<file path="config.mk">
export PLATFORM = sky130hd
export DESIGN_NAME = io_seg7_display_flat
export DESIGN_NICKNAME = d
export VERILOG_FILES = /design/src/rtl/io_seg7_pkg.sv /design/src/rtl/io_seg7_display_if.sv /design/src/rtl/bin2bcd_seq.sv /design/src/rtl/io_seg7_display.sv /design/src/flat_wrapper.sv
export SDC_FILE = /design/constraint.sdc
export NUM_CORES = 1
export LEC_CHECK = 0
export ABC_AREA = 0
export BUFFER_PORTS_ARGS = -buffer_cell sky130_fd_sc_hd__buf_2
export CORE_MARGIN = 2
export CORE_UTILIZATION = 45
export DETAILED_ROUTE_END_ITERATION = 10
export PLACE_DENSITY = 0.65
export SLEW_MARGIN = 20
export SYNTH_ARGS = -nofsm -noshare
export SYNTH_HDL_FRONTEND = slang
export SYNTH_SLANG_ARGS = --single-unit
</file>
<file path="constraint.sdc">
create_clock -name clock -period 9.3 [get_ports clock]
set_clock_uncertainty 0.1 [all_clocks]
set_input_delay 1.86 -clock clock [delete_from_list [all_inputs] [get_ports clock]]
set_output_delay 1.86 -clock clock [all_outputs]
set_load 0.02 [all_outputs]
</file>
<file path="src/rtl/io_seg7_pkg.sv">
// Shared types and constants for the 7-segment display block.
package io_seg7_pkg;

  typedef enum logic [1:0] {
    IDLE = 2'd0,
    CONV = 2'd1,
    DONE = 2'd2
  } state_t;

  localparam int unsigned BCD_W = 40;
  localparam logic [6:0]  SEG_BLANK = 7'h7F;

  // Active-low {g,f,e,d,c,b,a} patterns; entry 0 is the rightmost literal.
  localparam logic [15:0][6:0] SEG_TABLE = {
    7'h0E, 7'h06, 7'h21, 7'h46, 7'h03, 7'h08, 7'h10, 7'h00,
    7'h78, 7'h02, 7'h12, 7'h19, 7'h30, 7'h24, 7'h79, 7'h40
  };

endpackage

</file>
<file path="src/rtl/io_seg7_display_if.sv">
// Output-port bus between the computer core (master) and the display driver (slave).
interface io_seg7_display_if #(
  parameter int unsigned NUM_DIGITS = 8,
  parameter int unsigned VAL_W      = 32
);
  logic [VAL_W-1:0]      out_port0;
  logic [VAL_W-1:0]      out_port1;
  logic [VAL_W-1:0]      out_port2;
  logic [VAL_W-1:0]      out_port3;
  logic [1:0]            sel;
  logic                  hex_mode;
  logic [6:0]            seg;
  logic [NUM_DIGITS-1:0] an;
  logic                  busy;
  logic                  ovf;

  modport master (
    output out_port0, out_port1, out_port2, out_port3, sel, hex_mode,
    input  seg, an, busy, ovf
  );

  modport slave (
    input  out_port0, out_port1, out_port2, out_port3, sel, hex_mode,
    output seg, an, busy, ovf
  );
endinterface

</file>
<file path="src/rtl/bin2bcd_seq.sv">
// Sequential double-dabble converter: one shift-and-adjust iteration per clock.
module bin2bcd_seq
  import io_seg7_pkg::*;
#(
  parameter int unsigned VAL_W = 32
) (
  input  logic             clock,
  input  logic             resetn,
  input  logic             start,
  input  logic [VAL_W-1:0] value,
  output logic             busy,
  output logic             done,
  output logic [BCD_W-1:0] bcd
);

  localparam int unsigned CNT_W = $clog2(VAL_W);

  logic [VAL_W-1:0] shreg;
  logic [CNT_W-1:0] cnt;
  logic [BCD_W-1:0] adj;

  // Add 3 to every BCD nibble that would overflow past 9 after the shift.
  always_comb begin
    adj = bcd;
    for (int i = 0; i < int'(BCD_W / 4); i++) begin
      if (bcd[4*i +: 4] >= 4'd5) adj[4*i +: 4] = bcd[4*i +: 4] + 4'd3;
    end
  end

  // done is high during the final iteration so the caller can step to its result state.
  always_ff @(posedge clock) begin
    if (!resetn) begin
      shreg <= '0;
      bcd   <= '0;
      cnt   <= '0;
      busy  <= 1'b0;
      done  <= 1'b0;
    end else if (start) begin
      shreg <= value;
      bcd   <= '0;
      cnt   <= '0;
      busy  <= 1'b1;
      done  <= 1'b0;
    end else if (busy) begin
      {bcd, shreg} <= {adj[BCD_W-2:0], shreg, 1'b0};
      cnt          <= cnt + CNT_W'(1);
      done         <= (cnt == CNT_W'(VAL_W - 2));
      if (cnt == CNT_W'(VAL_W - 1)) busy <= 1'b0;
    end else begin
      done <= 1'b0;
    end
  end

endmodule

</file>
<file path="src/rtl/io_seg7_display.sv">
// Multiplexed 7-segment driver for the computer's output ports (hex or decimal).
// Optional leading-zero blanking is enabled by defining IO_SEG7_LZB_EN.
module io_seg7_display
  import io_seg7_pkg::*;
#(
  parameter int unsigned NUM_DIGITS = 8,
  parameter int unsigned SCAN_DIV   = 50000,
  parameter int unsigned VAL_W      = 32
) (
  input  logic        clock,
  input  logic        resetn,
  io_seg7_display_if.slave bus
);

  localparam int unsigned IDX_W = (NUM_DIGITS > 1) ? $clog2(NUM_DIGITS) : 1;
  localparam int unsigned CNT_W = $clog2(SCAN_DIV);

  state_t                     state, state_nxt;
  logic [VAL_W-1:0]           v, cap_val;
  logic                       cap_mode;
  logic                       changed, start, load_hex;
  logic [NUM_DIGITS-1:0][3:0] digit;
  logic [NUM_DIGITS-1:0]      blank;
  logic                       busy_r, ovf_r;
  logic [CNT_W-1:0]           scan_cnt;
  logic [IDX_W-1:0]           idx;
  logic [NUM_DIGITS-1:0]      an_r;
  logic [6:0]                 seg_r, seg_c;
  logic                       eng_busy, eng_done;
  logic [BCD_W-1:0]           eng_bcd;

  always_comb begin
    unique case (bus.sel)
      2'd0:    v = bus.out_port0;
      2'd1:    v = bus.out_port1;
      2'd2:    v = bus.out_port2;
      default: v = bus.out_port3;
    endcase
  end

  assign changed = (v != cap_val) || (bus.hex_mode != cap_mode);

  bin2bcd_seq #(.VAL_W(VAL_W)) u_bcd (
    .clock  (clock),
    .resetn (resetn),
    .start  (start),
    .value  (v),
    .busy   (eng_busy),
    .done   (eng_done),
    .bcd    (eng_bcd)
  );

  always_ff @(posedge clock) begin
    if (!resetn) state <= IDLE;
    else         state <= state_nxt;
  end

  always_comb begin
    state_nxt = state;
    start     = 1'b0;
    load_hex  = 1'b0;
    unique case (state)
      IDLE: begin
        if (changed) begin
          if (bus.hex_mode) begin
            load_hex = 1'b1;
          end else begin
            start     = 1'b1;
            state_nxt = CONV;
          end
        end
      end
      CONV: begin
        if (eng_done)      state_nxt = DONE;
        else if (!eng_busy) state_nxt = IDLE;  // defensive recovery if the engine ever stalls
      end
      DONE:    state_nxt = IDLE;
      default: state_nxt = IDLE;
    endcase
  end

  always_ff @(posedge clock) begin
    if (!resetn) begin
      cap_val  <= '0;
      cap_mode <= 1'b0;
      digit    <= '0;
      busy_r   <= 1'b0;
      ovf_r    <= 1'b0;
    end else begin
      if (start) begin
        cap_val  <= v;
        cap_mode <= 1'b0;
        busy_r   <= 1'b1;
      end
      if (load_hex) begin
        cap_val  <= v;
        cap_mode <= 1'b1;
        ovf_r    <= 1'b0;
        for (int i = 0; i < int'(NUM_DIGITS); i++) digit[i] <= v[4*i +: 4];
      end
      if (state == DONE) begin
        for (int i = 0; i < int'(NUM_DIGITS); i++) digit[i] <= eng_bcd[4*i +: 4];
        ovf_r  <= |eng_bcd[BCD_W-1:32];
        busy_r <= 1'b0;
      end
    end
  end

`ifdef IO_SEG7_LZB_EN
  logic lzb_seen;
  // Blank every digit above the most significant nonzero one; digit 0 always shows.
  always_comb begin
    lzb_seen = 1'b0;
    blank    = '0;
    for (int i = int'(NUM_DIGITS) - 1; i > 0; i--) begin
      lzb_seen = lzb_seen | (digit[i] != 4'd0);
      blank[i] = ~lzb_seen;
    end
  end
`else
  assign blank = '0;
`endif

  assign seg_c = blank[idx] ? SEG_BLANK : SEG_TABLE[digit[idx]];

  always_ff @(posedge clock) begin
    if (!resetn) begin
      scan_cnt <= '0;
      idx      <= '0;
      an_r     <= '1;
      seg_r    <= SEG_BLANK;
    end else begin
      if (scan_cnt == CNT_W'(SCAN_DIV - 1)) begin
        scan_cnt <= '0;
        idx      <= (idx == IDX_W'(NUM_DIGITS - 1)) ? '0 : idx + IDX_W'(1);
      end else begin
        scan_cnt <= scan_cnt + CNT_W'(1);
      end
      an_r  <= ~(NUM_DIGITS'(1) << idx);
      seg_r <= seg_c;
    end
  end

  assign bus.seg  = seg_r;
  assign bus.an   = an_r;
  assign bus.busy = busy_r;
  assign bus.ovf  = ovf_r;

endmodule

</file>
<file path="src/flat_wrapper.sv">
// flat-port wrapper written by rule: the top's interface ports become plain ports
module io_seg7_display_flat import io_seg7_pkg::*;
#(
  parameter int unsigned NUM_DIGITS = 8,
  parameter int unsigned SCAN_DIV   = 50000,
  parameter int unsigned VAL_W      = 32
)
  (clock, resetn, bus_out_port0, bus_out_port1, bus_out_port2, bus_out_port3, bus_sel, bus_hex_mode, bus_seg, bus_an, bus_busy, bus_ovf);
  io_seg7_display_if #(.NUM_DIGITS(NUM_DIGITS), .VAL_W(VAL_W)) bus_i ();
  input  logic clock;
  input  logic resetn;
  input wire logic [$bits(bus_i.out_port0)-1:0] bus_out_port0;
  input wire logic [$bits(bus_i.out_port1)-1:0] bus_out_port1;
  input wire logic [$bits(bus_i.out_port2)-1:0] bus_out_port2;
  input wire logic [$bits(bus_i.out_port3)-1:0] bus_out_port3;
  input wire logic [$bits(bus_i.sel)-1:0] bus_sel;
  input wire logic [$bits(bus_i.hex_mode)-1:0] bus_hex_mode;
  output wire logic [$bits(bus_i.seg)-1:0] bus_seg;
  output wire logic [$bits(bus_i.an)-1:0] bus_an;
  output wire logic [$bits(bus_i.busy)-1:0] bus_busy;
  output wire logic [$bits(bus_i.ovf)-1:0] bus_ovf;
  assign bus_i.out_port0 = bus_out_port0;
  assign bus_i.out_port1 = bus_out_port1;
  assign bus_i.out_port2 = bus_out_port2;
  assign bus_i.out_port3 = bus_out_port3;
  assign bus_i.sel = bus_sel;
  assign bus_i.hex_mode = bus_hex_mode;
  assign bus_seg = bus_i.seg;
  assign bus_an = bus_i.an;
  assign bus_busy = bus_i.busy;
  assign bus_ovf = bus_i.ovf;
  io_seg7_display #(.NUM_DIGITS(NUM_DIGITS), .SCAN_DIV(SCAN_DIV), .VAL_W(VAL_W)) u_core (.clock(clock), .resetn(resetn), .bus(bus_i));
endmodule
</file>
==> impl_metrics.tcl, run 1 <==
set metrics [dict create \
    final_cell_mix "nand2_1, dfxtp_1, buf_2, mux2i_1, mux2_2" \
    numPortBuffers 149 \
    vias 8659 \
    ys.flop_type "dfxtp_1" \
    ant_nets 0 \
    drt-pass1-iter-count 5 \
    place_congestion 0.942 \
    drt_iter0_markers 619 \
    grt_pass1_wl_um 43000 \
    cp_max_fo 57 \
    start_kind "primary input" \
    finalWirelength_um 26900 \
    slew_violations 0 \
    final_common_cell "nand2_1" \
    fin_crit_sh 0.578 \
    cts_tree "built" \
    fill_cells 2154 \
    crit_arrival_ns 5.63 \
    antenna_found_initial 2 \
    synth.avg_cell_area_um2 9.17 \
    critPathLaunch "bus_sel[0]" \
    hold_buffers 0 \
    die_h_um 158 \
    coreArea_um2 23300 \
    die_w_um 158 \
    antennaDiodeCount 0 \
    yosysTopAreaCell "dfxtp_1" \
    relSlewSlack 0.371 \
    finalNonFillerCells 1592 \
    vias_per_cell 5.44 \
    maxCapViolCount 0 \
    holdPathStages 1 \
    synth_seq_area_share 0.344 \
    nNetsFinal 1430 \
    drive_gt1_frac 0.239 \
    cts_setup_buffers 0 \
    critical_path_class "in2reg" \
    syn_to_final_growth_pct 14.3 \
    synth.cell_area_um2 10600 \
    synth_top_area_share 0.344 \
    cp-end-kind "flip-flop" \
    grt_max_degree 98 \
    ios 150 \
    async_reset_ff_frac 0 \
    powerDensity_nw_per_um2 160 \
    grt_pass1_vias 8226 \
    grt-ovfl-total 0 \
    ys_ff_latch 182 \
    track_usage 0.221 \
    timing.fmax_ghz 0.186 \
    synth_cell_types 55 \
    cts_root_buf "clkbuf_16" \
    ctsResizeCount 0 \
    status "complete, no violations" \
    p_leak_nw 4.91 \
    hold_class "reg2reg" \
    clock-sinks 182 \
    r2r-start "u_core.cap_val[31]" \
    cp.required_ns 9.55 \
    cts_buffer_depth 2 \
    die_area_um2 24800 \
    ir_drop_mv 0.117 \
    worst_pin_slew_ns 0.943 \
    hold_viol 0 \
    synth_edf_count 0 \
    multi_input_area_um2 6470 \
    cts.clk_slew.worst_paths_ns 0.07 \
    dp.cells 1559 \
    hpwl_um 19400 \
    initial_core_util 0.455 \
    fin_tns_setup_ns 0 \
    syn_nets 1327 \
    seqCellArea_um2 3640 \
    rsz0062_at_grt "false" \
    setup_violations 0 \
    r2r_cells 8 \
    htree_levels 4 \
    synthTopCellsByArea "dfxtp_1, mux2i_1, mux4_2" \
    cts_buffers 17 \
    worstSkewPairLatency_ns 0.43 \
    hold_start "u_core.scan_cnt[0]" \
    synthCells 1157 \
    row_count 56 \
    yosysWarnings 0 \
    period_minus_slack_ns 5.37 \
    route.detailed.drc 0 \
    wire_per_inst_um 16.9 \
]
## logic make-up after synthesis
logic type | after synthesis | synth area share
adders and majority gates | 37 | 0.0437
muxes | 239 | 0.276
and+or+nand+nor | 394 | 0.167
buffers and inverters | 118 | 0.0485
DFF | 182 | 0.344
AOI/OAI and AO/OA | 135 | 0.0785
xor gates and xnor gates | 52 | 0.0429
## path summary, 6_finish.rpt
kind              slack [ns]                 end
setup / recovery        3.93     u_core.digit[2]
hold / removal          0.36  u_core.scan_cnt[0]
setup reg to reg        6.15   u_core.cap_val[8]
hold reg to reg         0.36  u_core.scan_cnt[0]
## cell type report
class,count,area share
Clock inverter,14,0.0142
Clock buffer,18,0.0354
Sequential cell,182,0.301
Timing Repair Buffer,158,0.0692
Tap cell,319,0.0329
Multi-Input combinational cell,857,0.534
Inverter,44,0.0136
## worst max-delay path, cell delays in order
cell and delay, ns:
buf_4 0.69, mux4_2 0.72, a32o_1 0.24, or4b_1 0.53, a2111oi_2 0.33, o2111ai_1 0.25, o31ai_4 0.21, buf_4 0.50
mux2i_1 0.26
## metal layers
metal | global-route usage | routed length (µm) | up-vias
met2 | 0.355 | 12300 | 247
li1 | - | - | 4283
met1 | 0.302 | 12400 | 4095
met5 | 0 | 0 | -
met3 | 0.0474 | 1600 | 34
met4 | 0.0606 | 562 | 0
## power breakdown
part,leakage [nW],switching [W],internal (W)
sequential,1.49,0.0000290,0.000824
combinational,3.13,0.000185,0.000150
clock,0.291,0.000323,0.000426
## synth_stat cells (4+ instances only)
| cell type | count |
|---|---|
| mux2i_1 | 137 |
| xor2_1 | 22 |
| a22oi_1 | 7 |
| nand2b_1 | 17 |
| o21ai_0 | 41 |
| nand2_1 | 211 |
| nand3_1 | 15 |
| nand4_1 | 16 |
| buf_4 | 6 |
| mux4_2 | 36 |
| ha_1 | 37 |
| and3_1 | 15 |
| o22ai_1 | 4 |
| inv_1 | 44 |
| nor3_1 | 55 |
| nor2_1 | 41 |
| mux2_2 | 66 |
| a21oi_1 | 52 |
| dfxtp_1 | 182 |
| or3_1 | 5 |
| xnor2_1 | 30 |
| o221ai_1 | 4 |
| buf_6 | 4 |
| clkbuf_1 | 55 |
| nor2b_1 | 4 |
| buf_2 | 6 |
## state kept, by name, indices dropped and copies added (netlist names)
signal              count
u_core.u_bcd.done       1
u_core.state            2
u_core.idx              3
u_core.u_bcd.busy       1
u_core.u_bcd.bcd       40
u_core.digit           32
u_core.scan_cnt        16
u_core.bus.ovf          1
u_core.cap_mode         1
u_core.u_bcd.shreg     32
u_core.bus.busy         1
u_core.cap_val         32
u_core.bus.seg          7
u_core.u_bcd.cnt        5
u_core.bus.an           8
## through the flow
stage                     hold WS (ns)  setup WS, ns  power [W]  instance area, µm²  utilization
after global routing             0.380          3.70    0.00202               12100        0.520
final                            0.360          3.93    0.00194               12100        0.520
after global placement           0.333          3.60    0.00120               11500        0.493
after CTS                        0.358          3.94    0.00195               12100        0.518
after floorplan                  0.318          4.68    0.00110               10600            -
after detailed placement         0.346          3.50    0.00120               11500        0.493
(Power assumes the default switching activity.)
==> run 2: changes to the inputs <==
- ABC_AREA: 0 -> 1
- PLACE_DENSITY: 0.65 -> 0.68
- clock period: 9.3 -> 4.85 ns (I/O delays scaled with it)
==> run 2 against run 1 <==
Compared with the run above:
- flip-flop and latch count is the same
- largest power group unchanged
- hold slack lost 0.0084 ns
- clock power is 88% higher
- sequential power rose by 91%
- core utilization up 0.27 points
- register-to-register slack worse by 4.2 ns
- critical endpoint is now u_core.u_bcd.shreg[11]
- synthesized cell count increased by 46%
- die area rose by 0.61%
- critical path type unchanged
- combinational power rose by 86%
==> impl_metrics.tcl, run 2 <==
set metrics [dict create \
    status "complete, no violations" \
    slew_violations 0 \
    synth.avg_cell_area_um2 6.33 \
    critical_path_class "in2reg" \
    grt-ovfl-total 0 \
    maxCapViolCount 0 \
    ir_drop_mv 0.218 \
    cts_setup_buffers 0 \
    yosysWarnings 0 \
    syn_to_final_growth_pct 14.5 \
    ios 150 \
    cts_buffer_depth 2 \
    hold_class "reg2reg" \
    ys.flop_type "dfxtp_1" \
    powerDensity_nw_per_um2 300 \
    timing.fmax_ghz 0.261 \
    row_count 56 \
    antenna_found_initial 0 \
    cts_buffers 17 \
    synth_cell_types 40 \
    drt-pass1-iter-count 7 \
    start_kind "primary input" \
    wire_per_inst_um 15.0 \
    worst_pin_slew_ns 0.990 \
    cp_max_fo 23 \
    coreArea_um2 23400 \
    grt_pass1_vias 10228 \
    fill_cells 2450 \
    yosysTopAreaCell "dfxtp_1" \
    relSlewSlack 0.339 \
    path_buf_inv 3 \
    synthTopCellsByCount "nand2_1, inv_1, dfxtp_1, nand3_1, nor2_1" \
    htree_levels 4 \
    grt_pass1_wl_um 51300 \
    final_cell_mix "nand2_1, inv_1, dfxtp_1, nand3_1, nor2_1" \
    period_minus_slack_ns 3.83 \
    fin_crit_sh 0.790 \
    syn_nets 1856 \
    vias 11174 \
    setup_violations 0 \
    die_w_um 158 \
    synth.most_common_cell "nand2_1" \
    vias_per_cell 5.28 \
    crit_arrival_ns 4.11 \
    nNetsFinal 1954 \
    hold_buffers 0 \
    crit_slowest_cell "nor2_4" \
    cp-end-kind "flip-flop" \
    hold_viol 0 \
    synthTopCellsByArea "dfxtp_1, nand2_1, nand3_1" \
    cp_top_family "simple AND/OR/NAND/NOR gates" \
    die_area_um2 25000 \
    initial_core_util 0.456 \
    antennaDiodeCount 0 \
    top_register "u_core.u_bcd.bcd" \
    track_usage 0.258 \
    synth_seq_area_share 0.341 \
    die_h_um 158 \
    drive_gt1_frac 0.132 \
    drt_iter0_markers 847 \
    slowest_delay_ns 0.41 \
    synth.cell_area_um2 10700 \
    cts_tree "built" \
    hpwl_um 23000 \
    fin_tns_setup_ns 0 \
    path_cells "buf_2 > inv_2 > nor2_4 > nand2_1 > nand3_1 > o21ai_0 > nand2_1 > nand2_1 > nor2_1 > nand2_1 > nor2_1 > nand3_2 > nand3_2 > nand2_1 > buf_4 > nor2_1 > nor2_1 > nor2_1" \
    ctsResizeCount 0 \
    clock-sinks 182 \
    place_congestion 0.949 \
    p_leak_nw 5.66 \
    synthCells 1686 \
    cp.required_ns 5.12 \
    r2r_slack_ns 1.99 \
    cts.clk_slew.worst_paths_ns 0.07 \
    finalNonFillerCells 2116 \
    worstSkewPairLatency_ns 0.44 \
    route.detailed.drc 0 \
    rsz0062_at_grt "false" \
    p_total_w 0.00366 \
    synth_edf_count 0 \
    synth_top_area_share 0.341 \
    dp.cells 2084 \
    async_reset_ff_frac 0 \
    final_common_cell "nand2_1" \
    cts_root_buf "clkbuf_16" \
    ys_ff_latch 182 \
    largest_reg_flops 40 \
    numPortBuffers 149 \
    ant_nets 0 \
    grt_max_degree 74 \
    finalWirelength_um 31700 \
]
==> run 2: changes by cell type after synthesis, sizes merged, moves of 36 or more <==
cell / change
mux2i: -137
nor2: +128
nand2: +210
mux4: -36
inv: +153
mux2: -66
a21oi: +80
nand3: +159
o21ai: +87
nor3: -41
==> run 2: worst reg2reg max path: cells and delay by family, from the launching register on <==
| kind | cells | cell delay [ns] |
|---|---|---|
| compound gates | 5 | 1.22 |
| fa+ha+maj | 1 | 0.26 |
| buf+inv | 5 | 0.87 |
| flops | 1 | 0.30 |
==> run 2: power breakdown <==
| part | switching, W | internal, W |
|---|---|---|
| Combinational | 0.000410 | 0.000215 |
| Sequential | 0.0000503 | 0.00158 |
| Clock | 0.000672 | 0.000741 |
| Total | 0.00113 | 0.00253 |
==> run 2: kinds of logic after synthesis <==
logic type               share of synthesized area
AND/OR/NAND/NOR                              0.343
AO/OA/AOI/OAI                                0.150
buffers and inverters                        0.108
flip-flops                                   0.341
adder cells (fa/ha/maj)                     0.0434
XOR/XNOR                                    0.0140
==> run 2: path summary, 6_finish.rpt <==
| kind | startpoint | endpoint | cells after the start |
|---|---|---|---|
| setup / recovery | bus_sel[1] | u_core.u_bcd.shreg[11] | 18 |
| hold / removal | u_core.scan_cnt[0] | u_core.scan_cnt[0] | 1 |
| setup reg to reg | u_core.idx[0] | u_core.bus.seg[3] | 11 |
| hold reg to reg | u_core.scan_cnt[0] | u_core.scan_cnt[0] | 1 |
==> run 2: area by class of cell <==
| cell class | instances | area [µm²] | area share |
|---|---|---|---|
| clock buffers | 17 | 425 | 0.0348 |
| clock inverters | 15 | 170 | 0.0139 |
| inverters | 201 | 754 | 0.0617 |
| multi-input cells | 1209 | 5880 | 0.481 |
| flip-flops and latches | 182 | 3640 | 0.298 |
| well taps | 319 | 399 | 0.0327 |
| repair buffers | 173 | 951 | 0.0778 |
==> run 2: layer usage <==
layer	global-route usage	routed length, µm
met1	0.351	14500
met2	0.422	14700
met3	0.0337	1680
met4	0.0871	742
met5	0	0
==> run 2: per-stage QoR <==
stage | utilization | hold WS (ns) | worst slack, ns | area [µm²]
2_1_floorplan | - | 0.318 | 1.86 | 10700
3_3_place_gp | 0.497 | 0.334 | 0.718 | 11600
3_5_place_dp | 0.497 | 0.343 | 0.631 | 11600
4_1_cts | 0.522 | 0.353 | 1.10 | 12200
5_1_grt | 0.522 | 0.389 | 0.698 | 12200
6_report | 0.522 | 0.351 | 1.02 | 12200
